==> src/rtl/reg_file_mp.sv <==
// rtl/reg_file_mp.sv - multi-port register file with bypass, optional zero R0 and busy scoreboard
module reg_file_mp #(
    parameter int DATA_W  = 16,
    parameter int NREGS   = 8,
    parameter int ADDR_W  = 3,
    parameter bit ZERO_R0 = 1'b0,
    parameter bit BYPASS  = 1'b1,
    parameter int DBG_REG = 7
) (
    input  logic              clk,
    input  logic              reset,
    input  logic              we0,
    input  logic [ADDR_W-1:0] wa0,
    input  logic [DATA_W-1:0] wd0,
    input  logic              we1,
    input  logic [ADDR_W-1:0] wa1,
    input  logic [DATA_W-1:0] wd1,
    input  logic [ADDR_W-1:0] ra0,
    input  logic [ADDR_W-1:0] ra1,
    output logic [DATA_W-1:0] rd0,
    output logic [DATA_W-1:0] rd1,
    input  logic              bset,
    input  logic [ADDR_W-1:0] bset_a,
    output logic              busy0,
    output logic              busy1,
    output logic [NREGS-1:0]  busy_vec,
    output logic [DATA_W-1:0] dbg_out
);

    logic [DATA_W-1:0] r_regs [NREGS];
    logic [NREGS-1:0]  r_busy;

    logic w_we0;
    logic w_we1;
    logic w_bset;

    // Writes and busy-sets aimed at a hardwired R0 are dropped before they reach storage.
    assign w_we0  = we0  && !(ZERO_R0 && (wa0 == '0));
    assign w_we1  = we1  && !(ZERO_R0 && (wa1 == '0));
    assign w_bset = bset && !(ZERO_R0 && (bset_a == '0));

    always_ff @(posedge clk) begin
        if (reset) begin
            for (int i = 0; i < NREGS; i++) begin
                r_regs[i] <= '0;
            end
            r_busy <= '0;
        end else begin
            for (int i = 0; i < NREGS; i++) begin
                if (w_we1 && (wa1 == ADDR_W'(i))) begin
                    r_regs[i] <= wd1;
                end else if (w_we0 && (wa0 == ADDR_W'(i))) begin
                    r_regs[i] <= wd0;
                end
                // A new pending write issued this cycle outranks the one retiring.
                if (w_bset && (bset_a == ADDR_W'(i))) begin
                    r_busy[i] <= 1'b1;
                end else if ((we0 && (wa0 == ADDR_W'(i))) || (we1 && (wa1 == ADDR_W'(i)))) begin
                    r_busy[i] <= 1'b0;
                end
            end
        end
    end

    function automatic logic [DATA_W-1:0] read_port(
        input logic [ADDR_W-1:0] a,
        input logic [DATA_W-1:0] stored,
        input logic              rst,
        input logic              e0,
        input logic [ADDR_W-1:0] a0,
        input logic [DATA_W-1:0] d0,
        input logic              e1,
        input logic [ADDR_W-1:0] a1,
        input logic [DATA_W-1:0] d1
    );
        logic [DATA_W-1:0] v;
        v = stored;
        if (BYPASS && !rst) begin
            if (e1 && (a1 == a)) begin
                v = d1;
            end else if (e0 && (a0 == a)) begin
                v = d0;
            end
        end
        if (ZERO_R0 && (a == '0)) begin
            v = '0;
        end
        return v;
    endfunction

    always_comb begin
        rd0 = read_port(ra0, r_regs[ra0], reset, we0, wa0, wd0, we1, wa1, wd1);
        rd1 = read_port(ra1, r_regs[ra1], reset, we0, wa0, wd0, we1, wa1, wd1);
    end

    assign busy0    = r_busy[ra0];
    assign busy1    = r_busy[ra1];
    assign busy_vec = r_busy;
    assign dbg_out  = r_regs[DBG_REG];

endmodule

==> config.mk <==
export PLATFORM = sky130hd
export DESIGN_NAME = reg_file_mp
export DESIGN_NICKNAME = d
export VERILOG_FILES = /design/src/rtl/reg_file_mp.sv
export SDC_FILE = /design/constraint.sdc
export NUM_CORES = 1
export LEC_CHECK = 0
export BUFFER_PORTS_ARGS = -buffer_cell sky130_fd_sc_hd__buf_4
export CORE_ASPECT_RATIO = 1.4
export CORE_MARGIN = 10
export CORE_UTILIZATION = 60
export CTS_CLUSTER_DIAMETER = 150
export DETAILED_ROUTE_END_ITERATION = 12
export GPL_TIMING_DRIVEN = 0
export PLACE_DENSITY = 0.81
export SLEW_MARGIN = 20
export SYNTH_ARGS = -nofsm -noshare
export SYNTH_HDL_FRONTEND = slang
export SYNTH_SLANG_ARGS = --single-unit
==> constraint.sdc <==
create_clock -name clk -period 3.4 [get_ports clk]
set_input_delay 0.68 -clock clk [delete_from_list [all_inputs] [get_ports clk]]
set_output_delay 0.68 -clock clk [all_outputs]
set_load 0.005 [all_outputs]
# --- After elaboration in Yosys (flattened, before gate mapping) ---
# Memories as Yosys holds them, arrays and structs flattened.
# Index checks and enable logic that the tools add are counted.
# W data, S select, Z words.
classes:
  order_cmp: 2
  eq_ne: 25
  mux: 100
  bitwise: 16
  reduce_logical: 47
ops:
  columns: ["op", "count"]
  rows:
  - ["$mux W16", 22]
  - ["$mux W1", 76]
  - ["$eq A3 B3 Y1 const B", 12]
  - ["$logic_and A1 B1 Y1", 28]
  - ["$eq A3 B2 Y1 const B", 6]
  - ["$or A1 B1 Y1", 16]
  - ["$reduce_bool A2 Y1", 8]
  - ["$eq A3 B3 Y1", 4]
  - ["$eq A3 B1 Y1 const B", 3]
  - ["$logic_not A3 Y1", 3]
  - ["$logic_or A1 B1 Y1", 8]
  - ["$lt A3 B4 Y1 const B", 2]
  - ["$bmux W1 S3", 2]
word_totals:
  regBits: 8
  ram_bits: 128
  inputBits: 52
  output_inout_bits: 58
  elab_cells: 199
  n_memories: 1
mem_list:
  columns: ["memory", "depth", "width", "rd", "rd_clocked_by_memory_dff", "write_ports", "line_no", "source"]
  rows:
  - ["r_regs", 8, 16, 3, 0, 8, "30", "logic [DATA_W-1:0] r_regs [NREGS];"]

# --- Depth between registers and ports, before layout ---
# Gate-level depths: netlist of run 1.
logic_depth:
  depth_word: 7
  depth_mapped: 7
  depth_no_buf: 4

# --- Worst setup path before layout of run 1 ---
# OpenSTA, ideal clock, no wires.
synth_path:
  kind: "input to register"
  start: "input wa0[1]"
  end: "memory r_regs[3][0] (enable)"
  setup_time_ns: 0.413
  arrival_ns: 2.433
  required_ns: 2.987
  setup_slack_ns: 0.554
  cell_stages: 4
  n_path_buf: 2
  path_cell_list: "buf_4 -> buf_2 -> nand2_1 -> o21ai_0"
synth_lines:
  columns: ["item", "line_no", "source"]
  rows:
  - ["start: declaration", "13", "input logic [ADDR_W-1:0] wa0,"]
  - ["end: declaration", "30", null]

# --- Worst setup path after layout of run 1 ---
layout_path:
  start: "input ra1[2]"
  end: "output rd1[7]"
layout_via:
  elab_chain_cells: 5
  elab_cells_between_ends: 8
  cone_classes: "eq/ne: 2; mux: 3; reduce/logical: 2; memory: 1"
layout_lines:
  columns: ["item", "line_no", "source"]
  rows:
  - ["start: declaration", "19", "input logic [ADDR_W-1:0] ra1,"]
  - ["branches (longest 4 deep; another with $mem_v2 Z8 W16)", null, null]
  - ["$mux W16 (*)", "78", "if (BYPASS && !rst) begin"]
  - ["end: declaration", "21", "output logic [DATA_W-1:0] rd1,"]
# Mark *: on every way between the ends.

==> results of run 1 <==
flip-flops by register name, indices dropped and copies added, names as in the netlist:
name	flops
busy_vec	8
r_regs	128
where the power goes:
part	total (mW)	internal, mW	switching (mW)
Combinational	1.15	0.541	0.612
Clock	1.90	1.14	0.759
Sequential	2.08	1.99	0.0859
through the flow:
stage / instances / hold slack [ns] / setup TNS [ns] / area, um2
floorplan: 802 / 0.467 / 0 / 9830
global placement: 1067 / 0.477 / -16.03 / 10600
detailed placement: 1071 / 0.481 / -0.270 / 10600
CTS: 1101 / 0.491 / 0 / 11200
global route: 1101 / 0.515 / 0 / 11200
finish: 1102 / 0.488 / 0 / 11200
how the worst max path moves through the flow:
stage	from	endpoint	slack [ns]	cells after the start
global route	we0	rd0[12]	0.03	8
detailed placement	reset	rd1[7]	-0.09	6
floorplan	wa0[1]	r_regs[3][0]$_SDFFCE_PN0P_	0.55	4
CTS	ra0[2]	rd0[12]	0.04	6
finish	ra1[2]	rd1[7]	0.05	6
global placement	wa0[1]	r_regs[3][7]$_SDFFCE_PN0P_	-0.88	4
critical path: cells and delay by family:
kind                   cells  cell delay, ns
buffers and inverters      3            1.11
multiplexers               2            0.71
AO/OA/AOI/OAI              1            0.16
cells by family after synthesis:
group,after synthesis
XOR/XNOR,12
flip-flops,136
AND/OR/NAND/NOR,227
buffers and inverters,120
AO/OA/AOI/OAI,173
multiplexers,134
layout by cell type (no fill, tap or decap), types with 5 or more instances in the layout:
cell and instances:
a22o_1 16, a22oi_1 60, a22oi_2 20, a2bb2oi_1 12, a2bb2oi_2 20, buf_2 26, buf_4 98, buf_6 9
clkbuf_1 39, clkbuf_16 17, clkbuf_2 5, dfxtp_1 8, edfxtp_1 128, inv_1 9, mux2_2 34, mux2i_1 32
mux4_2 68, nand2_1 56, nand4_1 35, nor2_1 75, nor2_2 10, nor2b_1 16, nor3_1 5, o21ai_0 36
xnor2_2 8
area by class of cell:
class | count | area [um2] | share of cell area [%]
clock inverters | 13 | 156 | 1.39
flip-flops and latches | 136 | 4000 | 35.7
plain buffers | 111 | 642 | 5.72
inverters | 9 | 33.8 | 0.301
clock buffers | 17 | 425 | 3.79
repair buffers | 70 | 533 | 4.75
multi-input cells | 546 | 5170 | 46.1
diodes | 1 | 2.50 | 0.0223
well taps | 199 | 249 | 2.22
layer usage:
layer	vias up	share of wire [%]	GRT usage (%)
li1	3332	-	-
met1	3922	32	37.1
met2	808	48	52.3
met3	227	13	7.82
met4	0	7.6	20.5
met5	-	0	0
what timing repair did:
| item | CTS | global route |
|---|---|---|
| cloned | 0 | 0 |
| gates resized for setup | 1 | 9 |
| endpoints found under the setup margin | 9 | 11 |
| pin swaps | 0 | 0 |
==> metrics.md, run 1 <==
| Metric | Value |
|---|---|
| Run status | `finished, final reports clean` |
| Crit Path Category | `in -> out` |
| Share of cells above drive strength 1 | `between 30% and 40%` |
| RSZ-0062 raised after global routing | `false` |
| Simple-gate share of the synthesized area | `about an eighth` |
| Clk root buf | `clkbuf_16` |
| Starting density of the core | `61.1%` |
| H-Tree Depth | `4` |
| Count leader, synth | `edfxtp_1` |
| Final Cycle Share | `between 90% and 100%` |
| Post-synth top area cell | `edfxtp_1` |
| Wire per inst | `~32 um` |
| Post-synth EDFFs | `128` |
| Min-Delay Endpoint | `busy_vec[7]$_SDFFE_PP0P_` |
| Final setup vio count | `0` |
| Synth top area cells | `edfxtp_1, mux4_2, a22oi_1, mux2_2, mux2i_1` |
| CTS tree | `done` |
| Peak Freq | `roughly 300 MHz` |
| # nets final | `943` |
| Worst setup margin | `around 0.052 ns` |
| Clock Path Buffers | `2` |
| Largest family of logic cells by synthesized area | `multiplexers` |
| Drt total wl | `about 36 mm` |
| Die height | `between 150 and 200 um` |
| Synth Net Count | `854` |
| Clk slew on worst S/H paths | `roughly 0.060 ns` |
| Core area | `roughly 16,000 um2` |
| Max incr delay on CP | `between 0.7 and 0.8 ns` |
| Xor/xnor share of the synthesized area | `approximately 1.7%` |
| # Post-CTS Setup Buffers | `0` |
| # hold bufs at CTS | `0` |
| Synth Cell Area | `~10000 um2` |
| Row count | `55` |
| Startpoint types | `primary input` |
| Reg2Reg Setup Slack | `2.69 ns` |
| Synth Area in Compound Gates | `between 10% and 20%` |
| Die area | `~22,000 um2` |
| Routed vias/inst | `approximately 7.5` |
| Final antenna-violating net count | `0` |
| R2R Path End | `busy_vec[6]$_SDFFE_PP0P_` |
| Asr flop ratio synth | `0%` |
| Gpl congestion | `slightly above 1` |
| Top_reg_cell synth | `edfxtp_1` |
| Vias in the first global route | `about 8,500` |
| WP data arrival | `~2.7 ns` |
| CP Capture Type | `output port` |
| Relative slew slack | `22.4%` |
| Worst path cell trace | `buf_2 -> clkbuf_1 -> mux4_2 -> mux2_2 -> a2bb2oi_2 -> buf_4` |
| Max Slew Vio Count | `0` |
| Avg Cell Area, Syn | `approximately 12 um2` |
| DRC | `0` |
| PwrDens | `~460 nW/um2` |
| CTS Buf Count | `17` |
| Critical path data required time | `2.72 ns` |
| Utilization after layout | `between 60% and 70%` |
| Initial DRC count | `1,349` |
| Pre-CTS setup slack | `-0.0880 ns` |
| Largest net degree at the start of global routing | `18` |
| Synthesis-stage register bit count | `~140` |
| Dpl hpwl | `24.2 mm` |
| GRT overflow | `0` |
| Yosys cell types | `47` |
| Maximum Capacitance Violations | `0` |
| Post-synthesis mux area share | `roughly 23%` |
| Worst hold stages | `2` |
| Port-buffer cells | `66` |
| Synthesis-to-finish area growth | `14.1%` |
| CTS sink cnt | `136` |
| Io pins | `110` |
| Die width | `128 um` |
| DR pass1 iterations | `8` |
| R2r worst-path depth | `2` |
| Max stage delay cell, worst path | `clkbuf_1` |
| Critical R2R Launch | `busy_vec[6]$_SDFFE_PP0P_` |
| Hold Vio Cnt, Final | `0` |
| Clock Skews | `0 ns` |
| Power, Total | `5.13 mW` |
| Yosys top cell area share | `around 40%` |
| Syn Inst Count | `between 800 and 900` |
| Sequential area share after synthesis | `40.7%` |
| Adder-Cell Fraction of Synth Area | `0%` |
| Worst-path fanout max | `10` |
| Via count of the routed design | `between 8,000 and 9,000` |
| Clk Latency, worst-skew pair | `0.43 ns` |
| Top post-synthesis cells by count | `edfxtp_1, nor2_1, mux4_2, a22oi_1, nand2_1` |
| Initial antenna violation count | `0` |
| P_leak | `just over 4 nW` |
| First-pass GRT wire length | `approximately 52 mm` |
| Synth warn | `0` |
| HP Class | `reg -> reg` |
| Worst slew pin tran | `1.16 ns` |
| Minimum clock period | `3.35 ns` |
| Fillers | `about 1,200` |
| Maximum VDD drop | `between 200 and 300 uV` |
| GRT Total Usage | `around a third` |
| Hold_sp | `busy_vec[7]$_SDFFE_PP0P_` |
No activity file was read; power rests on OpenSTA's default activity.
==> run 2: changes to the inputs <==
CORE_ASPECT_RATIO = 0.8   (was 1.4)
==> run 2 against run 1 <==
Against the previous run: worst hold slack improved by 0.015 ns; critical path depth unchanged; first-iteration DRC count decreased by 1.6%; combinational power about the same; critical path type unchanged; critical endpoint is now rd1[5].
==> metrics.md, run 2 (synthesis results as in run 1) <==
| Metric | Value |
|---|---|
| Run status | `finished, final reports clean` |
| WP data arrival | `2.67 ns (about the same)` |
| Row count | `41 (-25%)` |
| Synthesis-to-finish area growth | `15.0%` |
| Core area | `15,900 um2 (-1.2%)` |
| Worst slew pin tran | `1.18 ns (+0.0170 ns)` |
| Io pins | `110 (unchanged)` |
| CTS Buf Count | `17 (unchanged)` |
| Die width | `163 um (+27%)` |
| Routed vias/inst | `7.62 (+1.3%)` |
| Via count of the routed design | `8,526 (+2.9%)` |
| Met3 GRT Util | `12.2% (+4.4 points)` |
| RSZ-0062 raised after global routing | `false` |
| # nets final | `943 (unchanged)` |
| Critical R2R Launch | `busy_vec[4]$_SDFFE_PP0P_` |
| Reg2Reg Setup Slack | `2.63 ns (-0.06 ns)` |
| Initial DRC count | `1,328 (-1.6%)` |
| PwrDens | `466 nW/um2 (+2.0%)` |
| First-pass GRT wire length | `53.4 mm (+2.4%)` |
| Starting density of the core | `61.8% (+0.77 points)` |
| Largest net degree at the start of global routing | `18 (unchanged)` |
| Dpl hpwl | `24.6 mm (+1.7%)` |
| Pre-CTS setup slack | `-0.0470 ns (+0.0410 ns)` |
| Minimum clock period | `3.35 ns (+0.00443 ns)` |
| Clk root buf | `clkbuf_16` |
| DRC | `0 (unchanged)` |
| Die area | `21,900 um2 (-0.18%)` |
| CTS tree | `done` |
| Cell Area, Placed | `10,600 um2 (+0.16%)` |
| Wire per inst | `33.3 um (+3.0%)` |
| GRT Total Usage | `33.2% (+1.0 points)` |
| Fillers | `1,125 (-3.5%)` |
| Startpoint types | `primary input` |
| Min-Delay Endpoint | `busy_vec[7]$_SDFFE_PP0P_` |
| Met1 Use GR | `40.9% (+3.8 points)` |
| Max Slew Vio Count | `0 (unchanged)` |
| Worst hold stages | `2 (unchanged)` |
| Top reg by flops | `r_regs` |
| Clk Latency, worst-skew pair | `0.44 ns (about the same)` |
| TNS Setup | `0 ns (unchanged)` |
| Comb power frac | `22.2% (-0.3 points)` |
| Antenna Cells | `0 (-1)` |
| Worst setup margin | `0.0478 ns (-0.00443 ns)` |
| P_sw | `1.50 mW (+3.0%)` |
| Clk slew on worst S/H paths | `0.06 ns (about the same)` |
| Initial antenna violation count | `0 (unchanged)` |
| Drt total wl | `37.3 mm (+4.6%)` |
| Sw frac | `28.5% (+0.055 points)` |
| Final antenna-violating net count | `0 (unchanged)` |
| Clock Skews | `0 ns (unchanged)` |
| Gpl congestion | `0.989 (-3.3%)` |
| Crit Path Category | `in -> out` |
| Critical path data required time | `2.72 ns (about the same)` |
| Multi-input gate area | `5180 um2 (about the same)` |
| Clk pwr share | `38.3% (+1.3 points)` |
| Met2 Resource Use GR | `48.9% (-3.4 points)` |
| HP Class | `reg -> reg` |
| Worst-path fanout max | `10 (unchanged)` |
| Min Hold Slack | `0.503 ns (+0.0152 ns)` |
| Die height | `135 um (-22%)` |
| CP Capture Type | `output port` |
| Sequential share of power | `39.5% (-1.0 points)` |
| Cell area after layout | `11,300 um2 (+0.77%)` |
| Share of cells above drive strength 1 | `38.3% (+0.36 points)` |
| Port-buffer cells | `66 (unchanged)` |
| Relative slew slack | `21.3% (-1.1 points)` |
| Max FFs per register | `128 (unchanged)` |
| H-Tree Depth | `4 (unchanged)` |
| Most frequent cells in the layout | `edfxtp_1, buf_4, nor2_1` |
| Maximum VDD drop | `366 uV (+30%)` |
| R2r worst-path depth | `2 (unchanged)` |
| Final setup vio count | `0 (unchanged)` |
| Final Cycle Share | `98.6% (+0.13 points)` |
| Hold_sp | `busy_vec[7]$_SDFFE_PP0P_` |
| Internal | `3.77 mW (+2.7%)` |
| GRT overflow | `0 (unchanged)` |
| Vias in the first global route | `8,642 (+2.0%)` |
| Clock Path Buffers | `2 (unchanged)` |
| R2R Path End | `busy_vec[4]$_SDFFE_PP0P_` |
| Most common cell after layout, fill and taps aside | `edfxtp_1` |
| Utilization after layout | `71.1% (+1.4 points)` |
| Peak Freq | `298 MHz (-0.13%)` |
| FF/Latch Area | `4000 um2 (unchanged)` |
| CTS sink cnt | `136 (unchanged)` |
| DR pass1 iterations | `9 (+1)` |
| Hold Vio Cnt, Final | `0 (unchanged)` |
| Maximum Capacitance Violations | `0 (unchanged)` |
| P_leak | `4.11 nW (+1.1%)` |
| Busiest grt layer | `met2` |
==> run 2: how the worst max path moves through the flow <==
stage	from	end	slack [ns]	cells after the start
4_1_cts	ra0[2]	rd0[6]	0.04	6
3_5_place_dp	ra0[2]	rd0[12]	-0.05	6
5_1_grt	we0	rd0[12]	0.006	8
6_report	ra1[2]	rd1[5]	0.05	6
3_3_place_gp	wa0[1]	busy_vec[3]$_SDFFE_PP0P_	-0.90	5
2_1_floorplan	wa0[1]	r_regs[3][0]$_SDFFCE_PN0P_	0.55	4
==> run 2: layer usage <==
layer	vias to the layer above	wire length, um
met5	-	104
met4	4	2210
met3	216	6080
met2	917	16300
met1	4061	12600
li1	3328	-
==> run 2: layout make-up <==
| class | instances | share of cell area, % |
|---|---|---|
| flip-flops and latches | 136 | 35.4 |
| well taps | 215 | 2.38 |
| repair buffers | 70 | 4.71 |
| plain buffers | 111 | 5.68 |
| clock inverters | 5 | 0.332 |
| multi-input cells | 546 | 45.8 |
| clock buffers | 27 | 5.40 |
| inverters | 9 | 0.299 |
==> run 2: through the flow <==
stage,cells,total power [mW]
final,1119,5.27
after floorplan,802,2.79
after detailed placement,1087,3.24
after global routing,1119,5.35
after global placement,1083,3.19
after CTS,1119,5.20
==> run 2: power by group through the flow <==
stage | combinational [mW] | sequential, mW | clock [mW]
CTS | 1.14 | 2.07 | 1.98
global route | 1.21 | 2.09 | 2.05
finish | 1.17 | 2.08 | 2.02
floorplan | 0.720 | 2.07 | 0
detailed placement | 1.13 | 2.11 | 0
global placement | 1.09 | 2.09 | 0
==> run 2: worst max-delay path, cell delays in order <==
cell and delay, ns:
buf_2 0.23, clkbuf_1 0.72, mux4_2 0.42, mux2_2 0.29, a2bb2oi_2 0.15, buf_4 0.16
==> run 2: repair_timing <==
action,4_1_cts,5_1_grt
resized for setup,1,9
setup buffers,0,0
hold buffers,0,0
setup endpoints to repair,9,9
